===== src/rtl/drive_gen_pkg.sv =====
// rtl/drive_gen_pkg.sv - shared types and defaults for the square-wave drive generator
//
// Purpose: state encoding, default widths and the drive configuration record
// used by drive_wave_gen and drive_level_cmp, plus the high-time clamp helper.
// Ports: none (package).
package drive_gen_pkg;

  localparam int CNT_W_DEF      = 32;
  localparam int MIN_PERIOD_DEF = 4;

  typedef enum logic [1:0] {
    IDLE     = 2'd0,
    RUN      = 2'd1,
    STOPPING = 2'd2
  } state_t;

  typedef struct packed {
    logic [CNT_W_DEF-1:0] period;
    logic [CNT_W_DEF-1:0] high;
    logic [CNT_W_DEF-1:0] phase;
  } drive_cfg_t;

  // Keeps every period containing at least one high and one low cycle.
  function automatic logic [CNT_W_DEF-1:0] clamp_high(
    input logic [CNT_W_DEF-1:0] period,
    input logic [CNT_W_DEF-1:0] high
  );
    logic [CNT_W_DEF-1:0] r;
    if (high == '0) begin
      r = CNT_W_DEF'(1);
    end else if (high >= period) begin
      r = period - CNT_W_DEF'(1);
    end else begin
      r = high;
    end
    return r;
  endfunction

endpackage


===== src/rtl/drive_level_cmp.sv =====
// rtl/drive_level_cmp.sv - registered level of one drive output from the shared period counter
//
// Purpose: shifts the counter back by offset_i (modulo period_i) and registers
// whether the shifted position lies inside the high window.
// Ports:
//   clk, rst    clock, asynchronous active-low reset
//   en_i        output enable; level_o is forced low when 0
//   cnt_i       current period counter, 0..period_i-1
//   period_i    active period
//   high_i      active high time (already clamped, 1..period_i-1)
//   offset_i    lag of this output behind the counter, < period_i
//   level_o     registered drive level
module drive_level_cmp
  import drive_gen_pkg::*;
#(
  parameter int W = CNT_W_DEF
) (
  input  logic         clk,
  input  logic         rst,
  input  logic         en_i,
  input  logic [W-1:0] cnt_i,
  input  logic [W-1:0] period_i,
  input  logic [W-1:0] high_i,
  input  logic [W-1:0] offset_i,
  output logic         level_o
);

  logic [W-1:0] pos;
  logic         level_q;

  // Wrapped position written as period - (offset - cnt) so nothing overflows
  // even with a full-width period.
  assign pos = (cnt_i >= offset_i) ? (cnt_i - offset_i)
                                   : (period_i - (offset_i - cnt_i));

  always_ff @(posedge clk or negedge rst) begin
    if (!rst) begin
      level_q <= 1'b0;
    end else begin
      level_q <= en_i && (pos < high_i);
    end
  end

  assign level_o = level_q;

endmodule


===== src/rtl/drive_wave_gen.sv =====
// rtl/drive_wave_gen.sv - programmable square-wave drive generator with phase-shifted companion
//
// Purpose: generates drv_a (reference) and drv_b (lagging by cfg_phase) at a
// commanded period/high time. New configs only take effect at period
// boundaries so no runt pulses are produced.
// Optional feature: define DRIVE_DEADTIME_EN to build the complementary
// drv_a_n output with DEAD_CYC cycles of dead time; otherwise drv_a_n is 0.
// Ports:
//   clk, rst                  clock, asynchronous active-low reset
//   enable                    run request (level)
//   cfg_valid / cfg_ready     config handshake
//   cfg_period/high/phase     offered config, in clk cycles
//   cfg_err                   one-cycle pulse after a rejected offer
//   drv_a, drv_b, drv_a_n     drive outputs (registered)
//   period_start              pulse coincident with each drv_a period start
//   cycle_cnt                 completed periods, wraps
//   running                   high in RUN or STOPPING
module drive_wave_gen
  import drive_gen_pkg::*;
#(
  parameter int CNT_W      = CNT_W_DEF,
  parameter int MIN_PERIOD = MIN_PERIOD_DEF,
  parameter int CYC_W      = 16,
  parameter int DEAD_CYC   = 2
) (
  input  logic             clk,
  input  logic             rst,
  input  logic             enable,
  input  logic             cfg_valid,
  output logic             cfg_ready,
  input  logic [CNT_W-1:0] cfg_period,
  input  logic [CNT_W-1:0] cfg_high,
  input  logic [CNT_W-1:0] cfg_phase,
  output logic             cfg_err,
  output logic             drv_a,
  output logic             drv_b,
  output logic             drv_a_n,
  output logic             period_start,
  output logic [CYC_W-1:0] cycle_cnt,
  output logic             running
);

  localparam int W = CNT_W_DEF;

  // The config record is fixed at the package width; narrower ports are
  // zero-extended into it.
  if (CNT_W > CNT_W_DEF || DEAD_CYC < 0) begin : g_bad_params
    $error("drive_wave_gen: unsupported CNT_W or DEAD_CYC");
  end

  state_t           state_q, state_d;
  logic [W-1:0]     cnt_q;
  drive_cfg_t       act_q, pend_q, cfg_in;
  logic             pend_valid_q, loaded_q, cfg_err_q, period_start_q;
  logic [CYC_W-1:0] cycle_cnt_q;
  logic             xfer, cfg_bad, cfg_ok, active, boundary, out_en;

  assign cfg_in.period = W'(cfg_period);
  assign cfg_in.high   = clamp_high(W'(cfg_period), W'(cfg_high));
  assign cfg_in.phase  = W'(cfg_phase);

  assign cfg_ready = !pend_valid_q;
  assign xfer      = cfg_valid && cfg_ready;
  assign cfg_bad   = (cfg_in.period < W'(MIN_PERIOD)) || (cfg_in.phase >= cfg_in.period);
  assign cfg_ok    = xfer && !cfg_bad;

  assign active   = (state_q != IDLE);
  assign boundary = active && (cnt_q == act_q.period - W'(1));

  always_comb begin
    state_d = state_q;
    unique case (state_q)
      IDLE:     if (enable && loaded_q) state_d = RUN;
      RUN:      if (!enable) state_d = STOPPING;
      STOPPING: begin
        if (enable) begin
          state_d = RUN;
        end else if (boundary) begin
          state_d = IDLE;
        end
      end
      default:  state_d = IDLE;
    endcase
  end

  // Outputs are enabled only while running now and after this edge, so the
  // cycle that enters IDLE already shows all drives low.
  assign out_en = active && (state_d != IDLE);

  always_ff @(posedge clk or negedge rst) begin
    if (!rst) begin
      state_q        <= IDLE;
      cnt_q          <= '0;
      act_q          <= '0;
      pend_q         <= '0;
      pend_valid_q   <= 1'b0;
      loaded_q       <= 1'b0;
      cfg_err_q      <= 1'b0;
      period_start_q <= 1'b0;
      cycle_cnt_q    <= '0;
    end else begin
      state_q        <= state_d;
      cfg_err_q      <= xfer && cfg_bad;
      period_start_q <= out_en && (cnt_q == '0);

      if (!active || boundary) begin
        cnt_q <= '0;
      end else begin
        cnt_q <= cnt_q + W'(1);
      end

      if (boundary) begin
        cycle_cnt_q <= cycle_cnt_q + CYC_W'(1);
      end

      if (!active) begin
        // A config accepted during the final boundary of a stop is still
        // pending on arrival in IDLE; promote it instead of blocking cfg_ready.
        if (pend_valid_q) begin
          act_q        <= pend_q;
          pend_valid_q <= 1'b0;
          loaded_q     <= 1'b1;
        end else if (cfg_ok) begin
          act_q    <= cfg_in;
          loaded_q <= 1'b1;
        end
      end else begin
        // cfg_ok implies pend_valid_q == 0, so these never collide.
        if (boundary && pend_valid_q) begin
          act_q        <= pend_q;
          pend_valid_q <= 1'b0;
        end
        if (cfg_ok) begin
          pend_q       <= cfg_in;
          pend_valid_q <= 1'b1;
        end
      end
    end
  end

  drive_level_cmp #(.W(W)) u_cmp_a (
    .clk      (clk),
    .rst      (rst),
    .en_i     (out_en),
    .cnt_i    (cnt_q),
    .period_i (act_q.period),
    .high_i   (act_q.high),
    .offset_i ('0),
    .level_o  (drv_a)
  );

  drive_level_cmp #(.W(W)) u_cmp_b (
    .clk      (clk),
    .rst      (rst),
    .en_i     (out_en),
    .cnt_i    (cnt_q),
    .period_i (act_q.period),
    .high_i   (act_q.high),
    .offset_i (act_q.phase),
    .level_o  (drv_b)
  );

`ifdef DRIVE_DEADTIME_EN
  localparam int DW = $clog2(DEAD_CYC + 2);

  logic [DW-1:0] dead_q;
  logic          out_en_q;

  // dead_q counts registered-low cycles of drv_a, saturating at DEAD_CYC.
  always_ff @(posedge clk or negedge rst) begin
    if (!rst) begin
      dead_q   <= '0;
      out_en_q <= 1'b0;
    end else begin
      out_en_q <= out_en;
      if (drv_a || !out_en_q) begin
        dead_q <= '0;
      end else if (dead_q != DW'(DEAD_CYC)) begin
        dead_q <= dead_q + DW'(1);
      end
    end
  end

  assign drv_a_n = out_en_q && !drv_a && (dead_q == DW'(DEAD_CYC));
`else
  assign drv_a_n = 1'b0;
`endif

  assign cfg_err      = cfg_err_q;
  assign period_start = period_start_q;
  assign cycle_cnt    = cycle_cnt_q;
  assign running      = active;

endmodule


===== config.mk =====
export PLATFORM = sky130hd
export DESIGN_NAME = drive_wave_gen
export DESIGN_NICKNAME = d
export VERILOG_FILES = /design/src/rtl/drive_gen_pkg.sv /design/src/rtl/drive_level_cmp.sv /design/src/rtl/drive_wave_gen.sv
export SDC_FILE = /design/constraint.sdc
export NUM_CORES = 1
export LEC_CHECK = 0
export CAP_MARGIN = 20
export CORE_UTILIZATION = 54
export DETAILED_ROUTE_END_ITERATION = 10
export PLACE_DENSITY_LB_ADDON = 0.08
export SLEW_MARGIN = 20
export SYNTH_ARGS = -nofsm -noshare
export SYNTH_HDL_FRONTEND = slang
export SYNTH_SLANG_ARGS = --single-unit

===== constraint.sdc =====
create_clock -name clk -period 6.7 [get_ports clk]
set_input_delay 1.005 -clock clk [delete_from_list [all_inputs] [get_ports clk]]
set_output_delay 1.005 -clock clk [all_outputs]
set_load 0.05 [all_outputs]

==> flow_summary.toml, run 1 <==
[layout]
drive_gt1_share_pct = 6.49
layout.nets = 2693
area_growth_pct = 13.3
antenna_cells = 0

[yosys]
netlist_top_cells_area = "dfrtp_1 31%, ha_1 12%, mux2i_1 6.2%"
synth_fp_nets = 2603
postSynth.asyncResetShare_pct = 100
synth-main-ff-cell = "dfrtp_1"
synthCells = 2276
synth_most_common_cell = "dfrtp_1"
synth_edf_count = 0
ys_seq_area_share_pct = 30.7
yosysUniqueCellTypes = 75
synth_area_leader_cell = "dfrtp_1"
synth-seq-cells = 248
yosysWarnings = 0
synth_area_um2 = 20200
synth_top_area_share_pct = 30.7
post_synth.cell_area_avg_um2 = 8.89
synthTopCellsByCount = "248 x dfrtp_1, 235 x inv_1, 195 x ha_1"

[critical_path]
required_ns = 7.12
ff2ff_setup_slack_ns = 0.78
critical_path_class = "reg -> reg"
critical_path_arrival_ns = 6.35
cp_max_fo = 7
r2r_end = "u_cmp_b.level_o$_DFF_PN0_"
startpoint_type = "flop"
cp-end-kind = "flop"
r2r_cells = 20
r2r-start = "cnt_q[1]$_DFF_PN0_"

[cts]
cts_buffers = 29
cts_setup_buffers = 0
root_buffer = "clkbuf_16"
cts-resized-gates = 0
clk_latency_ns = 0.57
hold_buffers = 0
htreeDepth = 1
clock_sinks = 248
clk_pin_slew_worst_paths_ns = 0.06
clockBufferDepth = 3
cts_tree = "built"

[timing]
min_period_ns = 5.92
hold_viol = 0
clock_skew_ns = 0.0129
setup_ws_ns = 0.778
tightestPinTransition_ns = 1.01
fmax_mhz = 169
drv_slew = 0
setup_tns_ns = 0
grt_setup_unrepaired = "no"
relSlewSlack_pct = 31.7
fin_crit_sh_pct = 88.4
finalSetupViolCount = 0

[global_route]
grt_first_pass_wirelength_um = 92000
grt_max_degree = 128
grt_antenna_before_repair = 1
grt_overflow = 0
grt_pass1_vias = 16200
gr-usage-all-layers_pct = 31.1

[place]
place_congestion = 0.955
place_hpwl_um = 47200
pre_cts_ws_ns = 0.806
portBuffers = 121

[routing]
wl_per_cell_um = 20.8
drc = 0
wl_met3_um = 4140
ant_nets = 0
top_layer = "met4"
drtIter0Drc = 1598
num_vias = 17200
met2_length_um = 24400
wirelength_um = 59500
first_pass_iters = 6
vias_per_cell = 6.01
m1WireLength_um = 29800

[floorplanning]
dieArea_um2 = 38200
die_y_um = 196
fp-row-count = 70
die_w_um = 196
core_area_um2 = 36700
io_pins = 123
initial_utilization_pct = 55.1

[pwr]
seqPwrFrac_pct = 22.5
power.internal_mw = 5.94
fin_total_pwr_mw = 11.0
pwr-share-comb_pct = 61.8
pwr-share-clk_pct = 15.7
p_sw_mw = 5.09
powerDensity_nw_per_um2 = 481
switching_share_pct = 46.1
p_leak_nw = 11.0
irDropWorstVdd_mv = 0.220

[min_path]
min_from = "cycle_cnt[15]$_DFFE_PN0P_"
min_delay_worst_endpoint = "cycle_cnt[15]$_DFFE_PN0P_"
hp-class = "reg -> reg"
min_path_cells = 1

[status]
status = "finished clean"

[run]
drv_cap = 0
==> cells by family after synthesis <==
logic type,synth area share (%)
compound gates,16.0
xor+xnor,7.30
fa+ha+maj,15.2
buf+inv,6.29
flops,30.7
mux,10.0
other cells,0.0185
simple gates,14.5
==> flip-flops by register name (all words and copies together), names as in the netlist, 2 cells and up <==
signal	flops
state_q	2
cnt_q	32
cycle_cnt	16
pend_q	96
act_q	96
==> final cells by class <==
| cell class | instances | area, um^2 |
|---|---|---|
| clock inverter | 21 | 288 |
| multi-input combinational | 1711 | 12800 |
| timing repair buffer | 139 | 1380 |
| inverter | 237 | 890 |
| clock buffer | 32 | 757 |
| tap | 468 | 586 |
| sequential | 248 | 6210 |
| fill | 3147 | 13800 |
==> critical path, cell delays in order (launching register included) <==
cell	delay, ns
dfrtp_1	0.51
inv_1	0.15
fa_1	0.61
inv_1	0.06
ha_1	0.32
a211oi_1	0.29
o21a_1	0.21
o211ai_1	0.19
a21o_1	0.25
a2bb2oi_1	0.18
a2111o_1	0.47
a21oi_1	0.41
o31ai_1	0.14
xnor2_1	0.15
a2111oi_0	0.69
ha_1	0.27
nand2_1	0.06
or4_1	0.51
o21ai_0	0.17
a31o_2	0.12
nor3_1	0.04
==> worst max-delay path by stage <==
| stage | startpoint | endpoint | slack (ns) | depth (start not counted) |
|---|---|---|---|---|
| detailed placement | cnt_q[1]$_DFF_PN0_ | u_cmp_b.level_o$_DFF_PN0_ | 0.81 | 20 |
| finish | cnt_q[1]$_DFF_PN0_ | u_cmp_b.level_o$_DFF_PN0_ | 0.78 | 20 |
| floorplan | cnt_q[1]$_DFF_PN0_ | u_cmp_b.level_o$_DFF_PN0_ | 1.71 | 21 |
| global route | cnt_q[1]$_DFF_PN0_ | u_cmp_b.level_o$_DFF_PN0_ | 0.38 | 23 |
| global placement | cnt_q[1]$_DFF_PN0_ | u_cmp_b.level_o$_DFF_PN0_ | 0.94 | 20 |
| CTS | cnt_q[1]$_DFF_PN0_ | u_cmp_b.level_o$_DFF_PN0_ | 0.77 | 20 |
==> power by group through the flow <==
stage	combinational, mW	sequential, mW	clock, mW
global route	7.60	2.55	1.80
detailed placement	6.64	2.49	0
floorplan	4.90	2.36	0
global placement	6.56	2.46	0
CTS	6.71	2.46	1.75
finish	6.82	2.48	1.73
==> stage by stage <==
stage	area, um^2	instances	utilization (%)	hold slack, ns
floorplan	20200	2276	-	0.444
global placement	21900	2803	59.6	0.455
detailed placement	21900	2803	59.6	0.457
CTS	22900	2856	62.4	0.469
global route	22900	2856	62.5	0.490
finish	22900	2856	62.5	0.463
==> cell usage in the layout, fill, tap and decap left out, types with 40 or more instances in the layout <==
master,Yosys,final
xor2_1,51,51
dfrtp_1,248,248
inv_1,235,235
nor2_1,148,147
nand2_1,188,187
clkdlybuf4s50_1,0,120
a21oi_1,109,109
nor3_1,40,40
o21ai_0,178,177
mux2i_1,126,126
a21o_1,62,62
xnor2_1,115,115
nand4_1,45,45
mux2_2,66,66
ha_1,195,195
nand3_1,46,45
==> layer usage <==
layer	track usage, %	vias up
met3	3.64	75
li1	-	8198
met5	0	-
met4	6.21	0
met2	44.9	599
met1	49.4	8293
Power figures use the tool's default switching activity.
==> run 2: changes to the inputs <==
--- a/config.mk
+++ b/config.mk
@@ -13,3 +13,4 @@
 export SYNTH_ARGS = -nofsm -noshare
 export SYNTH_HDL_FRONTEND = slang
 export SYNTH_SLANG_ARGS = --single-unit
+export TNS_END_PERCENT = 20
==> results of run 2 <==
The final DEF is identical to that of run 1; final timing and power are the same.
==> run 3: changes to the inputs <==
--- a/config.mk
+++ b/config.mk
@@ -5,6 +5,7 @@
 export SDC_FILE = /design/constraint.sdc
 export NUM_CORES = 1
 export LEC_CHECK = 0
+export ABC_CLOCK_PERIOD_IN_PS = 6700
 export CAP_MARGIN = 20
 export CORE_UTILIZATION = 54
 export DETAILED_ROUTE_END_ITERATION = 10
==> results of run 3 <==
The final DEF is identical to that of run 1; final timing and power are the same.
